`src/rtl/pipeline_hazard_ctrl_pkg.sv`:
```
// Shared constants for the pipeline hazard controller.
//   FWD_*   : EX operand source selects (register file, EX/DM result, WB data)
//   ST_*    : controller sequencing states
package pipeline_hazard_ctrl_pkg;

  localparam int FWD_BIT      = 2;
  localparam int HC_STATE_BIT = 2;

  typedef logic [FWD_BIT-1:0]      fwd_sel_t;
  typedef logic [HC_STATE_BIT-1:0] hc_state_t;

  localparam fwd_sel_t FWD_RF   = 2'd0;
  localparam fwd_sel_t FWD_EXDM = 2'd1;
  localparam fwd_sel_t FWD_WB   = 2'd2;

  localparam logic [HC_STATE_BIT-1:0] ST_RUN    = 2'd0;
  localparam logic [HC_STATE_BIT-1:0] ST_DRAIN  = 2'd1;
  localparam logic [HC_STATE_BIT-1:0] ST_HALTED = 2'd2;

endpackage

```
`src/rtl/pipeline_hazard_ctrl_fwd_unit.sv`:
```
// Operand forwarding select for one EX-stage source register.
// Ports:
//   src              : EX-stage source register index
//   dm_rd / dm_w_en  : DM-stage destination and write flag
//   wb_rd / wb_w_en  : WB-stage destination and write flag
//   sel              : FWD_EXDM, FWD_WB or FWD_RF
// The younger (DM) producer wins; r0 is hard-wired zero and never forwards.
module pipeline_hazard_ctrl_fwd_unit
  import pipeline_hazard_ctrl_pkg::*;
(
  input  logic [4:0] src,
  input  logic [4:0] dm_rd,
  input  logic       dm_w_en,
  input  logic [4:0] wb_rd,
  input  logic       wb_w_en,
  output fwd_sel_t   sel
);

  always_comb begin
    sel = FWD_RF;
    if (dm_w_en && (dm_rd != 5'd0) && (dm_rd == src)) begin
      sel = FWD_EXDM;
    end else if (wb_w_en && (wb_rd != 5'd0) && (wb_rd == src)) begin
      sel = FWD_WB;
    end
  end

endmodule

```
`src/rtl/pipeline_hazard_ctrl.sv`:
```
// Hazard and sequencing controller for the IF/ID/EX/DM/WB pipeline.
// Ports:
//   clk, rst_n            : clock, async active-low reset
//   id_* / ex_* / dm_* / wb_* : per-stage register indices and hazard flags
//   resume                : pulse that leaves HALTED
//   pc_en, *_en           : PC and pipeline register enables (0 = hold)
//   *_clr                 : pipeline register clears, active-low (0 = bubble)
//   fwd_a, fwd_b          : EX operand forwarding selects
//   halted                : controller is in HALTED
//   stall_cnt, flush_cnt  : saturating performance counters
//
// state   | meaning
// --------+---------------------------------------------------------
// RUN     | normal issue; hazards resolved by priority
// DRAIN   | halt seen in EX; front end frozen, back end empties
// HALTED  | halt retired; everything frozen until resume
module pipeline_hazard_ctrl
  import pipeline_hazard_ctrl_pkg::*;
#(
  parameter int CNT_W = 32
) (
  input  logic             clk,
  input  logic             rst_n,
  input  logic [4:0]       id_rs,
  input  logic [4:0]       id_rt,
  input  logic             id_use_rs,
  input  logic             id_use_rt,
  input  logic             id_jump,
  input  logic [4:0]       ex_rs,
  input  logic [4:0]       ex_rt,
  input  logic [4:0]       ex_rd,
  input  logic             ex_w_en,
  input  logic             ex_mem_read,
  input  logic             ex_branch_taken,
  input  logic             ex_halt,
  input  logic [4:0]       dm_rd,
  input  logic             dm_w_en,
  input  logic             dm_access,
  input  logic             dm_ready,
  input  logic [4:0]       wb_rd,
  input  logic             wb_w_en,
  input  logic             wb_halt,
  input  logic             resume,
  output logic             pc_en,
  output logic             ifid_en,
  output logic             idex_en,
  output logic             exdm_en,
  output logic             dmwb_en,
  output logic             ifid_clr,
  output logic             idex_clr,
  output logic             exdm_clr,
  output logic             dmwb_clr,
  output logic [1:0]       fwd_a,
  output logic [1:0]       fwd_b,
  output logic             halted,
  output logic [CNT_W-1:0] stall_cnt,
  output logic [CNT_W-1:0] flush_cnt
);

  hc_state_t state_q, state_d;
  logic      load_use, mem_wait;
  logic      stall_inc, flush_inc;

  pipeline_hazard_ctrl_fwd_unit u_fwd_a (
    .src(ex_rs), .dm_rd(dm_rd), .dm_w_en(dm_w_en),
    .wb_rd(wb_rd), .wb_w_en(wb_w_en), .sel(fwd_a)
  );

  pipeline_hazard_ctrl_fwd_unit u_fwd_b (
    .src(ex_rt), .dm_rd(dm_rd), .dm_w_en(dm_w_en),
    .wb_rd(wb_rd), .wb_w_en(wb_w_en), .sel(fwd_b)
  );

  assign load_use = ex_mem_read && ex_w_en && (ex_rd != 5'd0) &&
                    ((id_use_rs && (ex_rd == id_rs)) || (id_use_rt && (ex_rd == id_rt)));
  assign mem_wait = dm_access && !dm_ready;

  always_comb begin
    state_d   = state_q;
    pc_en     = 1'b1;
    ifid_en   = 1'b1;
    idex_en   = 1'b1;
    exdm_en   = 1'b1;
    dmwb_en   = 1'b1;
    ifid_clr  = 1'b1;
    idex_clr  = 1'b1;
    exdm_clr  = 1'b1;
    dmwb_clr  = 1'b1;
    halted    = 1'b0;
    flush_inc = 1'b0;
    case (state_q)
      ST_RUN: begin
        if (mem_wait) begin
          // A taken branch waiting here stays in EX and flushes once memory is ready.
          {pc_en, ifid_en, idex_en, exdm_en, dmwb_en} = 5'b0;
        end else if (ex_branch_taken) begin
          ifid_clr  = 1'b0;
          idex_clr  = 1'b0;
          flush_inc = 1'b1;
        end else if (ex_halt) begin
          pc_en     = 1'b0;
          ifid_clr  = 1'b0;
          idex_clr  = 1'b0;
          flush_inc = 1'b1;
          state_d   = ST_DRAIN;
        end else if (load_use) begin
          pc_en    = 1'b0;
          ifid_en  = 1'b0;
          idex_clr = 1'b0;
        end else if (id_jump) begin
          ifid_clr  = 1'b0;
          flush_inc = 1'b1;
        end
      end
      ST_DRAIN: begin
        if (mem_wait) begin
          {pc_en, ifid_en, idex_en, exdm_en, dmwb_en} = 5'b0;
        end else begin
          pc_en    = 1'b0;
          ifid_en  = 1'b0;
          idex_clr = 1'b0;
        end
        if (wb_halt) state_d = ST_HALTED;
      end
      ST_HALTED: begin
        {pc_en, ifid_en, idex_en, exdm_en, dmwb_en} = 5'b0;
        halted = 1'b1;
        if (resume) state_d = ST_RUN;
      end
      default: state_d = ST_RUN;
    endcase
  end

  assign stall_inc = (state_q == ST_RUN) && !pc_en;

  always_ff @(posedge clk or negedge rst_n) begin
    if (!rst_n) begin
      state_q   <= ST_RUN;
      stall_cnt <= '0;
      flush_cnt <= '0;
    end else begin
      state_q <= state_d;
      if (stall_inc && (stall_cnt != '1)) stall_cnt <= stall_cnt + 1'b1;
      if (flush_inc && (flush_cnt != '1)) flush_cnt <= flush_cnt + 1'b1;
    end
  end

endmodule
```
`config.mk`:
```
export PLATFORM = sky130hd
export DESIGN_NAME = pipeline_hazard_ctrl
export DESIGN_NICKNAME = d
export VERILOG_FILES = /design/src/rtl/pipeline_hazard_ctrl_pkg.sv /design/src/rtl/pipeline_hazard_ctrl_fwd_unit.sv /design/src/rtl/pipeline_hazard_ctrl.sv
export SDC_FILE = /design/constraint.sdc
export NUM_CORES = 1
export LEC_CHECK = 0
export CAP_MARGIN = 20
export CORE_AREA = 5 5 93 95
export DETAILED_ROUTE_END_ITERATION = 10
export DIE_AREA = 0 0 98 100
export PLACE_DENSITY = 0.86
export SETUP_SLACK_MARGIN = 0.3
export SLEW_MARGIN = 30
export SYNTH_ARGS = -nofsm -noshare
export SYNTH_HDL_FRONTEND = slang
export SYNTH_SLANG_ARGS = --single-unit
```
`constraint.sdc`:
```
create_clock -name clk -period 6.95 [get_ports clk]
set_clock_uncertainty 0.1 [all_clocks]
set_input_delay 0.695 -clock clk [delete_from_list [all_inputs] [get_ports clk]]
set_output_delay 0.695 -clock clk [all_outputs]
set_load 0.01 [all_outputs]
```
==> implementation parameters, run 1 <==
Parameter                              Value

Logic synthesis
  Cell taking the most area after synthesis    sky130_fd_sc_hd__dfrtp_1
  Count of state elements after synthesis    66
  Largest cells by area after synthesis    sky130_fd_sc_hd__dfrtp_1, sky130_fd_sc_hd__xnor2_1, sky130_fd_sc_hd__xor2_1
  Async SR Flop Fraction    100.0%
  Number of library cell types mapped by synthesis    43
  Ys Warns    0
  Most frequent cells after synthesis    sky130_fd_sc_hd__dfrtp_1, sky130_fd_sc_hd__xnor2_1, sky130_fd_sc_hd__xor2_1
  Gate count after technology mapping    365
  Share of the synthesized area in compound gates (AO/OA/AOI/OAI)    3.733%
  Adder-cell share of the synthesized area    2.036%
  Synthesized-area fraction occupied by xor and xnor cells    21.85%
  Cell with the most instances after synthesis    sky130_fd_sc_hd__dfrtp_1
  Mux cell area share after synthesis    0.9162%
  Most used flip-flop cell after synthesis    sky130_fd_sc_hd__dfrtp_1
  Simple-gate share of the synthesized area    24.16%
  Mapped cell area    0.003687 sq mm
  Sequential share of the synthesized area    44.79%
  Fraction of post-synthesis cell area in the top cell type by area    44.79%
  Post-synth EDFFs    0
  Syn_area_per_cell    10.10 sq um
  Largest family of logic cells by synthesized area    simple AND/OR/NAND/NOR gates

Final layout
  Fin util    68.70%
  Fraction of final layout cells sized beyond drive strength 1    6.426%
  Net count reported at finish    549
  Growth of design area from synthesis to finish    42.48%
  Count of filler cells inserted in the layout    604
  Area occupied by multi-input gates    0.001951 sq mm
  Antenna Cells    0
  Final Instance Area    0.005254 sq mm
  Non-filler cells, final    600
  Sequential Area    0.001652 sq mm

Place
  Post-place setup slack    2907 ps
  GPL Wtd Cong    0.9250
  Detailed placer's ending HPWL    7169 microns
  Inst Count DP    583
  Buffers added on ports    125
  Dpl cell area    0.005006 sq mm

Timing
  Setup Total Neg Slack    0 ps
  Headroom to the max-slew limit    44.52%
  WHS    393.0 ps
  Slew at the pin with the worst max-slew slack    832.2 ps
  Fin. Hold Viols    0
  Setup repair after global routing missed its margin    false
  Ratio of final minimum period to clock period    58.36%
  Final count of negative-setup-slack endpoints    0
  Min cycle time layout    4056 ps
  Fmax    246.6 MHz
  Smallest setup slack after layout    2894 ps
  Final max-slew violation count    0

Hold path
  Min-delay src    stall_cnt[11]$_DFFE_PN0P_
  Hold Path End    stall_cnt[11]$_DFFE_PN0P_
  Hold depth    1
  Worst min-delay path class    register to register

Clock network
  Root buffer selected by CTS    sky130_fd_sc_hd__clkbuf_8
  Number of buffers between clock root and the deepest sink    2
  Worst-skew pair later-pin latency    330 ps
  Hold_buf cts    0
  Resized cells post-CTS    0
  CTS tree    built
  Clock transition at the registers of the reported paths    70 ps
  Total clock buffers created by CTS    9
  Sink count of the clock tree    66
  Maximum level of the CTS H-tree    3
  Setup fix buffers added after clock tree synthesis    0

Run
  Total of max-cap violations    0

Setup path
  Worst reg-to-reg path cell count    9
  Worst setup EP type    output port
  Capture point of the worst reg-to-reg path    stall_cnt[17]$_DFFE_PN0P_
  Arrival @ worst endpoint    3260 ps
  Critical path data required time    6150 ps
  Startpoint type of the worst setup path    primary input
  Start-to-end type of the worst setup path    primary input to output port
  Reg-to-reg startpoint    state_q[1]$_DFFE_PN0P_
  Max Fanout on Critical Path    5
  Worst-case register-to-register setup slack    4220 ps

Power
  VDD IR-drop max    108.9 uV
  Total power of the final layout    1.191 mW
  PwrDens    226.6 mW/mm^2
  Cell leakage power    2.161 nW

Route
  WL per Instance    15.11 microns
  Total detailed-routing wirelength    9066 microns
  Detailed-router iteration count before antenna repair    4
  Count of nets left with antenna violations after detail routing    0
  Iteration-0 DRC Markers    80
  DRC violations left    0
  Via Count    3124
  Number of vias per cell after detailed routing    5.207

GRT
  Global Route Usage Sum    18.72%
  Pin count of the biggest net entering global routing    67
  Number of global-route vias before repair    3259
  Number of antenna violations at the first check in global routing    0
  Global-route wire length before repair    15100 microns
  Final global-route overflow total    0

Floorplanning
  Die width    98 microns
  IO Count    128
  Initial core utilization    48.22%
  Die Height    100 microns
  Core area    0.007647 sq mm
  Total Die Area    0.009800 sq mm
  Floorplan row count    32

Outcome
  Status    complete, no violations
-- cell usage in the layout, fill, tap and decap left out, types with 3 or more instances in the layout --
cell                              count
sky130_fd_sc_hd__nand2b_1             4
sky130_fd_sc_hd__inv_1                6
sky130_fd_sc_hd__a21oi_1              4
sky130_fd_sc_hd__dfrtp_1             66
sky130_fd_sc_hd__nor3_1               9
sky130_fd_sc_hd__nand3_1             28
sky130_fd_sc_hd__nor2b_1              5
sky130_fd_sc_hd__xnor2_1             54
sky130_fd_sc_hd__and3_1              13
sky130_fd_sc_hd__nand4_1             17
sky130_fd_sc_hd__ha_1                 6
sky130_fd_sc_hd__o21ai_0              5
sky130_fd_sc_hd__nor2_1              22
sky130_fd_sc_hd__mux2_2               3
sky130_fd_sc_hd__and2_1               6
sky130_fd_sc_hd__nand2_1             33
sky130_fd_sc_hd__clkbuf_8            11
sky130_fd_sc_hd__clkdlybuf4s50_1    124
sky130_fd_sc_hd__or4_1                4
sky130_fd_sc_hd__nor4_1               8
sky130_fd_sc_hd__xor2_1              38
-- per-layer routing --
layer | up-vias | routed length [microns] | GRT usage [%]
met4 | 0 | 87 | 6.709
li1 | 1509 | - | -
met3 | 6 | 660 | 5.420
met5 | - | 0 | 0
met2 | 114 | 4459 | 32.51
met1 | 1495 | 3858 | 22.14
-- where the power goes --
group / switching, mW / leakage, nW / internal, mW
clock network: 0.148 / 0.116 / 0.224
logic: 0.171 / 1.15 / 0.193
registers: 0.0387 / 0.894 / 0.416
-- kinds of logic after synthesis --
group,Yosys count
mux,3
buf+inv,17
flops,66
simple gates,161
compound gates,19
fa+ha+maj,6
xor+xnor,92
other cells,1
-- worst max-delay path, stage by stage --
cell,delay [ps]
sky130_fd_sc_hd__clkdlybuf4s50_1,480
sky130_fd_sc_hd__xor2_1,200
sky130_fd_sc_hd__nor4_2,290
sky130_fd_sc_hd__a32oi_2,210
sky130_fd_sc_hd__nor4_2,480
sky130_fd_sc_hd__or2_1,320
sky130_fd_sc_hd__clkdlybuf4s50_1,590
-- registers in the layout, summed over array words and instances, names as in the netlist --
register / count
flush_cnt: 32
state_q: 2
stall_cnt: 32
-- worst max path at each step --
stage / startpoint / end
2_1_floorplan: ex_rd[3] / ifid_clr
3_3_place_gp: ex_rd[3] / ifid_clr
3_5_place_dp: ex_rd[3] / ifid_clr
4_1_cts: ex_rd[3] / ifid_clr
5_1_grt: ex_rd[2] / ifid_clr
6_report: ex_rd[3] / ifid_clr
-- final cells by class --
cell class                      count  area share (%)
Tap cell                          102           2.429
Timing Repair Buffer              127           24.08
Sequential cell                    66           31.44
Clock inverter                      5           1.619
Multi-Input combinational cell    283           37.13
Inverter                            6          0.4287
Clock buffer                       11           2.882
No activity file was read; power rests on OpenSTA's default activity.
==> inputs of run 2 (changes only) <==
--- a/config.mk
+++ b/config.mk
@@ -6,10 +6,10 @@
 export NUM_CORES = 1
 export LEC_CHECK = 0
 export CAP_MARGIN = 20
-export CORE_AREA = 5 5 93 95
+export CORE_AREA = 5 5 96 98
 export DETAILED_ROUTE_END_ITERATION = 10
-export DIE_AREA = 0 0 98 100
-export PLACE_DENSITY = 0.86
+export DIE_AREA = 0 0 101 103
+export PLACE_DENSITY = 0.81
 export SETUP_SLACK_MARGIN = 0.3
 export SLEW_MARGIN = 30
 export SYNTH_ARGS = -nofsm -noshare
==> constraint.sdc (replaced) <==
create_clock -name clk -period 3.8 [get_ports clk]
set_clock_uncertainty 0.1 [all_clocks]
set_input_delay 0.38 -clock clk [delete_from_list [all_inputs] [get_ports clk]]
set_output_delay 0.38 -clock clk [all_outputs]
set_load 0.01 [all_outputs]
==> run 2 against run 1 <==
Highest routed layer unchanged. Utilization shrank 6.2 points. Critical path depth is the same. Critical endpoint unchanged. Register-to-register slack worse by 3100 ps.
==> implementation parameters, run 2 (synthesis results as in run 1) <==
Parameter                              Value

Outcome
  Status    complete, no violations

Setup path
  Ordered list of cells on the worst path    clkdlybuf4s50_1 -> xor2_1 -> nor4_2 -> a32oi_2 -> nor4_2 -> or2_1 -> clkdlybuf4s50_1
  Critical path data required time    3320 ps
  Start-to-end type of the worst setup path    primary input to output port
  Buf/Inv on CP    2
  Delay contributed by the slowest stage of the critical path    590 ps
  Startpoint type of the worst setup path    primary input
  Termination of the worst setup path    ifid_clr
  Cell family contributing the most delay on the critical path    buffers and inverters
  Arrival @ worst endpoint    2790 ps
  Capture point of the worst reg-to-reg path    stall_cnt[16]$_DFFE_PN0P_
  Worst setup EP type    output port
  Worst-case register-to-register setup slack    1160 ps
  Worst reg-to-reg path cell count    9
  Reg-to-reg startpoint    state_q[1]$_DFFE_PN0P_
  Max Fanout on Critical Path    5
  Start point of the critical path    ex_rd[3]
  Number of logic stages on the critical path including buffering    7
  Standard cell with the maximum stage delay on the critical path    sky130_fd_sc_hd__clkdlybuf4s50_1

Hold path
  Hold depth    1
  Worst min-delay path class    register to register

Route
  Count of nets left with antenna violations after detail routing    0
  DRC violations left    0
  Via Count    3162
  Total detailed-routing wirelength    9376 microns
  Number of vias per cell after detailed routing    5.209
  Iteration-0 DRC Markers    92
  Detailed-router iteration count before antenna repair    4
  WL per Instance    15.45 microns

Timing
  Slew at the pin with the worst max-slew slack    755.5 ps
  Headroom to the max-slew limit    48.99%
  Ratio of final minimum period to clock period    86.18%
  Final max-slew violation count    0
  Setup Total Neg Slack    0 ps
  Fmax    305.4 MHz
  Fin. Hold Viols    0
  Final count of negative-setup-slack endpoints    0
  Setup repair after global routing missed its margin    false
  Min cycle time layout    3275 ps

GRT
  Number of global-route vias before repair    3163
  Global-route wire length before repair    15120 microns
  Pin count of the biggest net entering global routing    46
  Final global-route overflow total    0
  Global Route Usage Sum    18.45%
  Number of antenna violations at the first check in global routing    0

Floorplanning
  IO Count    128
  Floorplan row count    34
  Die Height    103 microns
  Die width    101 microns
  Total Die Area    0.01040 sq mm
  Initial core utilization    44.00%
  Core area    0.008381 sq mm

Power
  VDD IR-drop max    234.6 uV
  Total power of the final layout    2.086 mW
  Cell leakage power    2.148 nW
  PwrDens    398.5 mW/mm^2

Clock network
  Root buffer selected by CTS    sky130_fd_sc_hd__clkbuf_8
  Number of buffers between clock root and the deepest sink    2
  Worst-skew pair later-pin latency    340 ps
  Total clock buffers created by CTS    9
  Sink count of the clock tree    66
  Maximum level of the CTS H-tree    3
  Clock transition at the registers of the reported paths    70 ps
  Setup fix buffers added after clock tree synthesis    0
  CTS tree    built
  Resized cells post-CTS    0
  Hold_buf cts    1

Final layout
  Registers with the highest flip-flop counts    flush_cnt (32), stall_cnt (32), state_q (2)
  Leading cell types in the layout, fill and taps excluded    sky130_fd_sc_hd__clkdlybuf4s50_1, sky130_fd_sc_hd__dfrtp_1, sky130_fd_sc_hd__xnor2_1, sky130_fd_sc_hd__xor2_1, sky130_fd_sc_hd__nand2_1
  Fraction of final layout cells sized beyond drive strength 1    6.413%
  Leading cell type in the layout, fill and taps excluded    sky130_fd_sc_hd__clkdlybuf4s50_1
  Net count reported at finish    551
  Growth of design area from synthesis to finish    41.94%
  Count of filler cells inserted in the layout    701
  Antenna Cells    0

Place
  Buffers added on ports    125
  Detailed placer's ending HPWL    7370 microns
  GPL Wtd Cong    0.8287

Run
  Total of max-cap violations    0
run 2: cell count changes in the layout (fill, tap and decap cells not counted):
| cell | change |
|---|---|
| sky130_fd_sc_hd__buf_6 | -1 |
| sky130_fd_sc_hd__buf_2 | -1 |
| sky130_fd_sc_hd__dlygate4sd3_1 | +1 |
| sky130_fd_sc_hd__inv_6 | -1 |
| sky130_fd_sc_hd__clkinv_4 | -1 |
| sky130_fd_sc_hd__buf_4 | +3 |
| sky130_fd_sc_hd__bufinv_16 | -1 |
| sky130_fd_sc_hd__clkbuf_8 | -1 |
| sky130_fd_sc_hd__clkinv_2 | +2 |
| sky130_fd_sc_hd__clkinvlp_4 | +1 |
run 2: worst min-delay path by stage:
stage	to	from	slack, ps
final	flush_cnt[26]$_DFFE_PN0P_	flush_cnt[26]$_DFFE_PN0P_	390
after global routing	flush_cnt[9]$_DFFE_PN0P_	flush_cnt[9]$_DFFE_PN0P_	410
after CTS	flush_cnt[26]$_DFFE_PN0P_	flush_cnt[26]$_DFFE_PN0P_	390
after detailed placement	stall_cnt[13]$_DFFE_PN0P_	rst_n	320
after global placement	flush_cnt[26]$_DFFE_PN0P_	flush_cnt[26]$_DFFE_PN0P_	380
after floorplan	flush_cnt[0]$_DFFE_PN0P_	rst_n	-20
run 2: metal layers:
metal	track usage (%)	routed length (microns)	vias to the layer above
met3	5.954	702	13
li1	-	-	1520
met5	0	0	-
met2	32.15	4593	101
met1	21.77	3941	1528
met4	5.624	139	0
run 2: where the power goes:
part / switching (mW) / internal (mW)
clock network: 0.266 / 0.315
registers: 0.0704 / 0.762
logic: 0.322 / 0.351
total: 0.658 / 1.43
run 2: layout make-up:
cell class	count	area, sq um	area share [%]
flip-flops and latches	66	1652	31.56
clock buffers	10	137.6	2.630
repair buffers	129	1281	24.48
well taps	108	135.1	2.582
clock inverters	5	55.05	1.052
multi-input cells	283	1951	37.27
inverters	6	22.52	0.4303
run 2: per-stage QoR:
step	util, %	instance area [sq um]	cells	hold WS [ps]	worst slack, ps
floorplan	-	3691	366	-15.59	1401
global placement	60.00	5029	591	378.7	640.9
detailed placement	60.03	5031	591	318.0	546.5
CTS	62.45	5234	607	390.3	535.8
global route	62.45	5234	607	406.1	440.9
finish	62.45	5234	607	389.3	525.3
==> patch 1, RTL diff (config.mk and constraints of run 2) <==
Reset style: synchronous (`rst_n`), changed in one clocked block. Comments in the files are not updated.
--- a/src/rtl/pipeline_hazard_ctrl.sv
+++ b/src/rtl/pipeline_hazard_ctrl.sv
@@ -133,7 +133,7 @@
 
   assign stall_inc = (state_q == ST_RUN) && !pc_en;
 
-  always_ff @(posedge clk or negedge rst_n) begin
+  always_ff @(posedge clk) begin
     if (!rst_n) begin
       state_q   <= ST_RUN;
       stall_cnt <= '0;
Function: differs if rst_n is asserted again (counterexample within 4 cycles, from zero or initial values and one cycle with rst_n low); with rst_n held inactive, the same outputs for 10 cycles.
==> patch 1 against run 2 <==
Design area up 1.8%; synthesized area up 2.7%; power fell by 11%; highest routed layer unchanged; critical path depth shrank 1; critical endpoint is now fwd_a[1]; first-iteration DRC count is 59% higher; final cell count up 13%; routed wire length up 8.0%; worst setup slack improved by 0.17 ns; sequential cell count unchanged; via count grew 17%.
==> patch 1: results (changes against run 2) <==
met2_length_microns: 5350  # +16%
routedWlPerCell_microns: 14.7  # -4.7%
fmax_mhz: 322  # +5.4%
wl_microns: 10100  # +8.0%
grt_use_total: 0.206  # +0.0213
arrival_ns: 2.63  # -0.16 ns
dp_cells: 672  # +14%
leakage_nw: 1.81  # -16%
reg2reg_slack_ns: 1.10  # -0.06 ns
place_congestion: 0.821  # -0.97%
hold_depth: 2  # +1
use_met1: 0.236  # +0.0178
worstHoldEndpoint: "stall_cnt[13]"
drt-met1-wl_microns: 4120  # +4.6%
ys_types: 49  # +14%
synthArstFlopShare: 0  # -1.00
outcome: "finished clean"
synth_common_cells: "dfxtp_1, nor2_1, xor2_1, nand3_1, nand2_1"
grt_first_pass_wirelength_microns: 17500  # +16%
pre_cts_ws_ns: 0.682  # +0.135 ns
r2r_start: "state_q[0]"
critPathMaxFanout: 3  # -2
startpoint: "dm_rd[0]"
dr_wl_met3_microns: 450  # -36%
placed_area_sq_um: 5120  # +1.8%
drive_gt1_frac: 0.0655  # +0.00139
yosys-top-cells-area: "dfxtp_1, xor2_1, xnor2_1"
nets: 631  # +15%
route.vias.total: 3687  # +17%
met2_usage: 0.374  # +0.0527
dp_hpwl_microns: 7830  # +6.3%
==> patch 1: cell count changes in the layout (fill, tap and decap cells not counted), sizes merged, moves of 6 or more <==
| cell | delta |
|---|---|
| a21oi | +15 |
| dfrtp | -66 |
| dfxtp | +66 |
| nand3 | +9 |
| nand4 | +6 |
| nor2 | +32 |
| o21ai | +12 |
| or3 | +13 |
| or4 | +8 |
| xnor2 | -25 |
==> patch 1: logic make-up (layout without fill, tap and decap cells) <==
| family | Yosys count | in the layout | share of synthesized area |
|---|---|---|---|
| xor gates and xnor gates | 69 | 69 | 0.160 |
| buffers and inverters | 28 | 153 | 0.0324 |
| muxes | 4 | 4 | 0.0106 |
| AOI/OAI and AO/OA | 55 | 55 | 0.0991 |
| other | 1 | 2 | 0.000990 |
| and+or+nand+nor | 225 | 225 | 0.329 |
| adders and majority gates | 6 | 6 | 0.0198 |
| DFF | 66 | 66 | 0.349 |
==> patch 1: area by class of cell <==
type / count / area [sq um]
clock buffer: 12 / 155
clock inverter: 4 / 50.0
fill: 702 / 3050
inverter: 9 / 33.8
multi-input combinational: 361 / 2350
sequential: 66 / 1320
tap: 108 / 135
timing repair buffer: 128 / 1290
==> patch 1: power by group through the flow <==
stage	Clock [mW]	Sequential (mW)	Combinational, mW
after floorplan	0	0.762	0.286
after global placement	0	0.759	0.499
after detailed placement	0	0.761	0.511
after CTS	0.624	0.746	0.514
after global routing	0.658	0.751	0.563
final	0.608	0.747	0.508
==> patch 1: per-stage QoR <==
step | utilization | hold WS [ns]
after floorplan | - | 0.393
after global placement | 0.611 | 0.387
after detailed placement | 0.611 | 0.399
after CTS | 0.636 | 0.411
after global routing | 0.636 | 0.448
final | 0.636 | 0.408
==> patch 2, RTL diff (settings of run 2) <==
Made on the original files. `CNT_W`: 32 -> 36.
--- a/src/rtl/pipeline_hazard_ctrl.sv
+++ b/src/rtl/pipeline_hazard_ctrl.sv
@@ -17,7 +17,7 @@
 module pipeline_hazard_ctrl
   import pipeline_hazard_ctrl_pkg::*;
 #(
-  parameter int CNT_W = 32
+  parameter int CNT_W = 36
 ) (
   input  logic             clk,
   input  logic             rst_n,
Interface: changed (resized flush_cnt and stall_cnt); port bits go from 128 to 136. The function was not compared with the original's and may differ.
==> patch 2 against run 2 <==
Routed wire length up 20%; worst setup slack better by 0.16 ns; power up 7.7%; sequential cell count up 8; design area up 13%; sequential share of layout area down 0.13 points; die area unchanged; global-route usage up 3.1 points; count of clock-buffer cells in the layout down 1; synthesized area up 16%; largest power group unchanged.
==> patch 2: results (changes against run 2) <==
yosys-top-cells-area: "dfrtp_1, xnor2_1, xor2_1"
r2r-end: "flush_cnt[1]"
met2_usage: 0.364  # +0.0420
r2r_start: "flush_cnt[10]"
fillCellCount: 640  # -8.7%
drive_gt1_frac: 0.0630  # -0.00110
hp-start: "flush_cnt[27]"
fin_hold_ws_ns: 0.398  # +0.00896 ns
synth-compound-area-share: 0.0328  # -0.00448
dr.pass1.iters: 5  # +1
wl_microns: 11300  # +20%
grt_pass1_vias: 3798  # +20%
reg2reg_slack_ns: 0.80  # -0.36 ns
pre_cts_ws_ns: 0.714  # +0.168 ns
grtUsageMet3: 0.0419  # -0.0176
synth_common_cells: "dfrtp_1, xnor2_1, nand3_1, xor2_1, nor3_1"
use_met1: 0.286  # +0.0682
drt_first_iter_violations: 189  # +110%
synth_fa_ha_area_frac: 0.0176  # -0.00276
critPathMaxFanout: 3  # -2
worst-r2r-cell-count: 7  # -2
route.vias.total: 3948  # +25%
ys_seq_area_frac: 0.434  # -0.0139
irDropWorstVdd_uv: 357  # +52%
synthMuxAreaShare: 0.0106  # +0.00140
grt_use_total: 0.215  # +0.0308
leakage_nw: 2.43  # +13%
relSlewSlack: 0.560  # +0.0699
routedWlPerCell_microns: 16.2  # +5.1%
grt_max_degree: 75  # +63%
worstHoldEndpoint: "flush_cnt[27]"
outcome: "finished clean"
arrival_ns: 2.64  # -0.15 ns
-- patch 2: changes by cell type in the layout (fill, tap and decap cells not counted), sizes merged, moves of 9 or more --
cell | before | now
xor2 | 38 | 47
inv | 6 | 15
nor3 | 10 | 30
nand3 | 28 | 49
nor4 | 10 | 24
nand4 | 17 | 28
nand2 | 33 | 21
-- patch 2: report_power, final --
part / internal [mW] / switching [mW]
registers: 0.857 / 0.106
logic: 0.391 / 0.366
clock network: 0.234 / 0.294
total: 1.48 / 0.765
-- patch 2: layer usage --
metal | vias up | routed length [microns] | part of all wire
li1 | 1865 | - | -
met2 | 159 | 5500 | 0.49
met4 | 0 | 136 | 0.012
met5 | - | 0 | 0
met3 | 12 | 864 | 0.077
met1 | 1912 | 4780 | 0.42
-- patch 2: per-stage QoR --
step / cell area [sq um] / power [mW]
2_1_floorplan: 4270 / 1.36
3_3_place_gp: 5710 / 1.71
3_5_place_dp: 5710 / 1.73
4_1_cts: 5880 / 2.26
5_1_grt: 5890 / 2.38
6_report: 5890 / 2.25
-- patch 2: worst max-delay path by stage --
stage                  start      endpoint  slack [ns]  depth (start not counted)
4_1_cts             dm_rd[0]      fwd_a[1]        0.71                          6
3_3_place_gp        dm_rd[0]      fwd_b[1]        0.77                          6
6_report            dm_rd[0]      fwd_a[1]        0.68                          6
2_1_floorplan  flush_cnt[10]  flush_cnt[1]        1.09                          7
3_5_place_dp        dm_rd[0]      fwd_a[1]        0.71                          6
5_1_grt             dm_rd[0]      fwd_a[1]        0.51                          6
-- patch 2: final cells by class --
| class | instances | share of cell area |
|---|---|---|
| flip-flops and latches | 74 | 0.314 |
| well taps | 108 | 0.0229 |
| inverters | 15 | 0.00955 |
| clock inverters | 7 | 0.00786 |
| clock buffers | 9 | 0.0210 |
| repair buffers | 142 | 0.238 |
| multi-input cells | 340 | 0.386 |
